===== config.mk =====
export PLATFORM = sky130hd
export DESIGN_NAME = flag_capture_unit
export DESIGN_NICKNAME = d
export VERILOG_FILES = /design/src/rtl/flag_capture_unit.sv
export SDC_FILE = /design/constraint.sdc
export NUM_CORES = 1
export LEC_CHECK = 0
export CORE_MARGIN = 2
export CORE_UTILIZATION = 38
export CTS_CLUSTER_DIAMETER = 100
export DETAILED_ROUTE_END_ITERATION = 16
export GPL_TIMING_DRIVEN = 0
export PLACE_DENSITY = 0.81
export SLEW_MARGIN = 15
export SYNTH_ARGS = -nofsm -noshare
export SYNTH_HDL_FRONTEND = slang
export SYNTH_SLANG_ARGS = --single-unit

===== constraint.sdc =====
create_clock -name clk -period 2.5 [get_ports clk]
set_input_delay 0.75 -clock clk [delete_from_list [all_inputs] [get_ports clk]]
set_output_delay 0.75 -clock clk [all_outputs]
set_load 0.1 [all_outputs]

===== src/rtl/flag_capture_unit.sv =====
// Flag capture with sticky accumulation, IRQ request/acknowledge FSM and optional per-flag event counters.
// Define FLAG_CAPTURE_COUNTERS_EN to build the four saturating counters behind cnt_out.
module flag_capture_unit #(
    parameter int unsigned CNT_W = 8
) (
    input  logic             clk,
    input  logic             reset,
    input  logic [3:0]       flag_in,
    input  logic             flag_valid,
    input  logic [3:0]       irq_mask,
    input  logic             irq_ack,
    input  logic             clr,
    input  logic [1:0]       rd_sel,
    output logic [3:0]       flag_q,
    output logic [3:0]       flag_sticky,
    output logic             irq,
    output logic [CNT_W-1:0] cnt_out
);

    localparam int unsigned FLAG_W = 4;

    typedef enum logic [1:0] {
        ST_IDLE = 2'd0,
        ST_PEND = 2'd1,
        ST_HOLD = 2'd2
    } state_e;

    state_e            state_q, state_d;
    logic [FLAG_W-1:0] flag_cap_q, flag_cap_d;
    logic [FLAG_W-1:0] sticky_q, sticky_d;
    logic              irq_q, irq_d;
    logic [FLAG_W-1:0] set_bits;
    logic [FLAG_W-1:0] clear_bits;
    logic              ack_accept;
    logic              masked_pend;

    assign masked_pend = |(sticky_q & irq_mask);

    // IRQ handshake; only an ack seen in PEND clears the masked sticky bits
    always_comb begin
        state_d    = state_q;
        ack_accept = 1'b0;
        case (state_q)
            ST_IDLE: begin
                if (masked_pend) begin
                    state_d = ST_PEND;
                end
            end
            ST_PEND: begin
                if (irq_ack) begin
                    state_d    = ST_HOLD;
                    ack_accept = 1'b1;
                end else if (!masked_pend) begin
                    state_d = ST_IDLE;
                end
            end
            ST_HOLD: begin
                if (!irq_ack) begin
                    state_d = ST_IDLE;
                end
            end
            default: state_d = ST_IDLE;
        endcase
    end

    // Incoming set bits are OR'ed last so they win over any same-cycle clear
    always_comb begin
        set_bits   = flag_valid ? flag_in : '0;
        clear_bits = clr ? '1 : (ack_accept ? irq_mask : '0);
        sticky_d   = (sticky_q & ~clear_bits) | set_bits;
        flag_cap_d = flag_valid ? flag_in : flag_cap_q;
        irq_d      = (state_d == ST_PEND);
    end

    always_ff @(posedge clk) begin
        if (reset) begin
            state_q    <= ST_IDLE;
            flag_cap_q <= '0;
            sticky_q   <= '0;
            irq_q      <= 1'b0;
        end else begin
            state_q    <= state_d;
            flag_cap_q <= flag_cap_d;
            sticky_q   <= sticky_d;
            irq_q      <= irq_d;
        end
    end

    assign flag_q      = flag_cap_q;
    assign flag_sticky = sticky_q;
    assign irq         = irq_q;

`ifdef FLAG_CAPTURE_COUNTERS_EN
    localparam logic [CNT_W-1:0] CNT_MAX = '1;

    logic [CNT_W-1:0] cnt_q [FLAG_W];
    logic [CNT_W-1:0] cnt_d [FLAG_W];

    // Saturating event counters; clr reloads with this cycle's event so none is lost
    always_comb begin
        for (int i = 0; i < int'(FLAG_W); i++) begin
            cnt_d[i] = cnt_q[i];
            if (clr) begin
                cnt_d[i] = CNT_W'(flag_valid & flag_in[i]);
            end else if (flag_valid && flag_in[i] && (cnt_q[i] != CNT_MAX)) begin
                cnt_d[i] = cnt_q[i] + CNT_W'(1);
            end
        end
    end

    always_ff @(posedge clk) begin
        if (reset) begin
            for (int i = 0; i < int'(FLAG_W); i++) begin
                cnt_q[i] <= '0;
            end
        end else begin
            for (int i = 0; i < int'(FLAG_W); i++) begin
                cnt_q[i] <= cnt_d[i];
            end
        end
    end

    assign cnt_out = cnt_q[rd_sel];
`else
    logic unused_rd_sel;

    assign unused_rd_sel = ^rd_sel;
    assign cnt_out       = '0;
`endif

endmodule


# Word-level counts from Yosys, hierarchy flattened
# Cells that the tools add are included.
# op_classes
n_eq_ne	3
muxes	10
bitwise_logic	4
n_reduce_logical	2
# ops
operator	count
$mux 4	3
$and 4x4->4	2
$mux 2	4
$pmux 2 s3	1
$eq 2x1->1 const B	2
$not 4->4	1
$or 4x4->4	1
$reduce_or 4->1	1
$eq 2x2->1 const B	1
$logic_not 2->1	1
$mux 1	2
# word_totals
regBits	11
in_bits	15
out_inout_bits	17
elab_cells	23

# Depth between registers and ports, before layout
# logic_depth
word_depth	7
mapped_depth	3
depth_no_buf	2

# Worst setup path after synthesis
# OpenSTA, ideal clock, no wires.
# synth_timing
path_type	reg2out
startpoint	register sticky_q[0] (netlist: flag_sticky[0])
endpoint	output port flag_sticky[0]
t_arrival_ns	0.941
required_ns	1.750
path_slack_ns	0.809
path_stages_with_launch	1
n_path_buf	0
path_cell_list	dfxtp_1
# synth_rtl
element	line_no	text
start, declared	30	logic [FLAG_W-1:0] sticky_q, sticky_d;
start signal, assigned	84	sticky_q <= sticky_d;
end, declared	15	output logic [3:0] flag_sticky,
# No word-level cell between the ends.

# Final worst setup path
# layout_timing
startpoint	register irq_q (netlist: irq)
endpoint	output port irq
# layout_rtl
element	line_no	text
start, declared	31	logic irq_q, irq_d;
start signal, assigned	85	irq_q <= irq_d;
end, declared	16	output logic irq,
# No word-level cell between the ends.

==> PnR_summary.wiki <==
{| class="wikitable"
! Metric !! Value
|-
| Clock transition at the registers of the reported paths || around 70 ps
|-
| Share of final-layout standard cells stronger than drive strength 1 || 21.2%
|-
| Min cycle time layout || around 2400 ps
|-
| Number of global-route vias before repair || 430
|-
| Most frequent cells in the layout || 12 x sky130_fd_sc_hd__clkdlybuf4s50_1, 11 x sky130_fd_sc_hd__dfxtp_1, 9 x sky130_fd_sc_hd__buf_4
|-
| Post-placement setup slack || approximately 270 ps
|-
| Die Ht || between 40 and 50 µm
|-
| Mapped cell area || 541 µm²
|-
| Setup crit start kind || register
|-
| Internal power || 0.298 mW
|-
| Final Hold Viols || 0
|-
| Clock network fraction of design power || about a quarter
|-
| Number of clock buffers inserted by TritonCTS || 3
|-
| Crit path max fanout || 1
|-
| Number of synthesis warnings || 0
|-
| Commonest non-fill, non-tap cell in the layout || sky130_fd_sc_hd__clkdlybuf4s50_1
|-
| Ant. Diodes || 0
|-
| Filler Cells Inserted || 127
|-
| Worst relative slew slack || 35.7%
|-
| Share of the yosys chip area belonging to registers || around 41%
|-
| Critical Setup Path Class || register to output pin
|-
| Sw frac || slightly above 40%
|-
| Unrepaired setup endpoints after global routing || false
|-
| Critical path endpoint category || output pin
|-
| Final net count || approximately 100
|-
| Run status || finished clean
|-
| Initial drt markers || 1
|-
| Routability-driven placement congestion ratio || between 0.6 and 0.7
|-
| Wire length the detailed router placed on met1 || 446 µm
|-
| Pin count of the biggest net entering global routing || 11
|-
| Highest clock frequency the design can meet || between 0.4 and 0.5 GHz
|-
| Hold_buf cts || 0
|-
| Crit share post-route || just under 100%
|-
| Total Neg Setup Slack || 0 ps
|-
| Number of antenna violations at the first check in global routing || 0
|-
| Top cell type's share of synthesized area || between 40% and 50%
|-
| Clock sink total || 11
|-
| Switching power || a little over 0.2 mW
|-
| Uppermost layer routed || met4
|-
| Post-DP HPWL || ~860 µm
|-
| Type of the worst min-delay path || register to register
|-
| Max cap viols || 0
|-
| Post-synthesis to final-layout area growth || 50.5%
|-
| Overall global routing resource usage || 13.7%
|-
| Bufs on Longest Clock Path || 2
|-
| Number of distinct library cells after synthesis || 14
|-
| Worst Path Buf+Inv || 1
|-
| Chip Width || roughly 42 µm
|-
| Sequential group share of total power || 38.1%
|-
| Number of DRC violations after detailed routing || 0
|-
| Met3 Wirelength || roughly 97 µm
|-
| Transition at the pin with the smallest max-transition slack || between 900 and 1000 ps
|-
| Arrival time reported for the critical path endpoint || approximately 1700 ps
|-
| Power Total || about 0.50 mW
|-
| Number of synthesized register bits || 11
|-
| Iteration count of the initial detailed-routing pass || 2
|-
| Detailed Route WL || 1.09 mm
|-
| Std-Cell Core Area || approximately 0.0013 mm²
|-
| Post-DR wirelength/cell || ~11 µm
|-
| Setup slack, reg-to-reg || about 1600 ps
|-
| Worst-Skew Late Latency || ~270 ps
|-
| Library cell with the largest summed area after synthesis || sky130_fd_sc_hd__dfxtp_1
|-
| Antenna viol nets, final || 0
|-
| Detailed-routed wire length on met2 || 523 µm
|-
| Final setup violation count || 0
|-
| Ordered cell list for the critical path || clkdlybuf4s50_1
|-
| Final Util || roughly three fifths
|-
| DIE AREA || around 0.0017 mm²
|-
| Via Count || 461
|-
| Clock root buffer || sky130_fd_sc_hd__clkbuf_4
|-
| CP peak stage delay || about 1100 ps
|-
| Average instance area after synthesis || 10.0 µm²
|-
| Max Slew Vio Count || 0
|-
| Setup skew after layout || 5.15 ps
|-
| Critical-path cell with the highest stage delay || sky130_fd_sc_hd__clkdlybuf4s50_1
|-
| Grt total ovfl || 0
|-
| Initial standard-cell utilization of the core || about two fifths
|-
| First-pass GRT wire length || about 1.8 mm
|-
| Number of cells produced by synthesis || 54
|-
| Area contributors post-synth || sky130_fd_sc_hd__dfxtp_1 41%, sky130_fd_sc_hd__buf_4 13%, sky130_fd_sc_hd__a221oi_2 11%
|-
| Leakage power figure || ~0.39 nW
|-
| Site row count || 13
|-
| Worst vdd rail ir drop || 0.377 mV
|-
| Via-per-instance ratio || ~4.6
|-
| Required time reported for the critical path endpoint || around 1800 ps
|-
| Crit-path leading delay family || buffers and inverters
|-
| PnR worst setup slack || between 50 and 60 ps
|-
| Gate power share || between 30% and 40%
|-
| Cell Pwr Density || just over 600 mW/mm²
|-
| I/O Pins || 32
|-
| Quantity of I/O buffers inserted on ports || 20
|-
| CTS tree || built
|-
| H-tree level count || 1
|}
## layer usage
layer / global-route usage, % / vias to the layer above
met1: 14.0 / 195
met5: 0 / -
met3: 7.83 / 6
met2: 21.9 / 21
li1: - / 239
met4: 7.10 / 0
## sequential cells by signal (all words and copies together) (netlist names)
register	flops
irq	1
flag_q	4
state_q	2
flag_sticky	4
## repair_timing
item | in CTS | in global routing
buffers inserted | 0 | 0
endpoints found under the setup margin | 5 | 3
endpoints found under the hold margin | 0 | 0
gates resized for setup | 5 | 3
## Yosys cell counts (all sizes together)
master and count:
a21boi 4, conb 1, buf 10, nand2b 8, xnor2 1, nand2 4, a22oi 2, a221oi 4
dfxtp 11, and3b 1, nor3b 1, a211o 1, a21oi 6
## path summary, 6_finish.rpt
check                    startpoint                         to  depth (start not counted)
min          flag_q[2]$_SDFFE_PP0P_     flag_q[2]$_SDFFE_PP0P_                          2
max                  irq$_SDFF_PP0_                        irq                          1
min reg2reg  flag_q[2]$_SDFFE_PP0P_     flag_q[2]$_SDFFE_PP0P_                          2
max reg2reg   state_q[1]$_SDFF_PP0_  flag_sticky[3]$_SDFF_PP0_                          2
## area by class of cell
cell class                 count  area [µm²]  area share, %
sequential                    11         220           27.1
buffer                        10        78.8           9.69
clock buffer                   4        26.3           3.23
multi-input combinational     40         268           32.9
timing repair buffer          20         201           24.8
tap                           15        18.8           2.31
## cell families (layout without fill, tap and decap cells)
logic type	after synthesis	count (layout)	synth area share [%]
AOI/OAI and AO/OA	17	17	26.6
and+or+nand+nor	14	14	15.7
DFF	11	11	40.7
buffers and inverters	10	34	14.6
other	1	8	0.694
xor gates and xnor gates	1	1	1.62
## per-stage QoR
step | hold slack (ps) | cell area [µm²] | std cells
floorplan | 520 | 567 | 61
finish | 470 | 813 | 100
CTS | 474 | 806 | 100
global placement | 458 | 786 | 96
detailed placement | 464 | 786 | 96
global route | 496 | 813 | 100
## power groups by stage
stage	clock network (mW)	logic (mW)	registers, mW
6_report	0.122	0.189	0.191
5_1_grt	0.135	0.196	0.192
4_1_cts	0.126	0.189	0.191
3_5_place_dp	0	0.192	0.196
3_3_place_gp	0	0.191	0.195
2_1_floorplan	0	0.0916	0.255
Power figures use the tool's default switching activity.
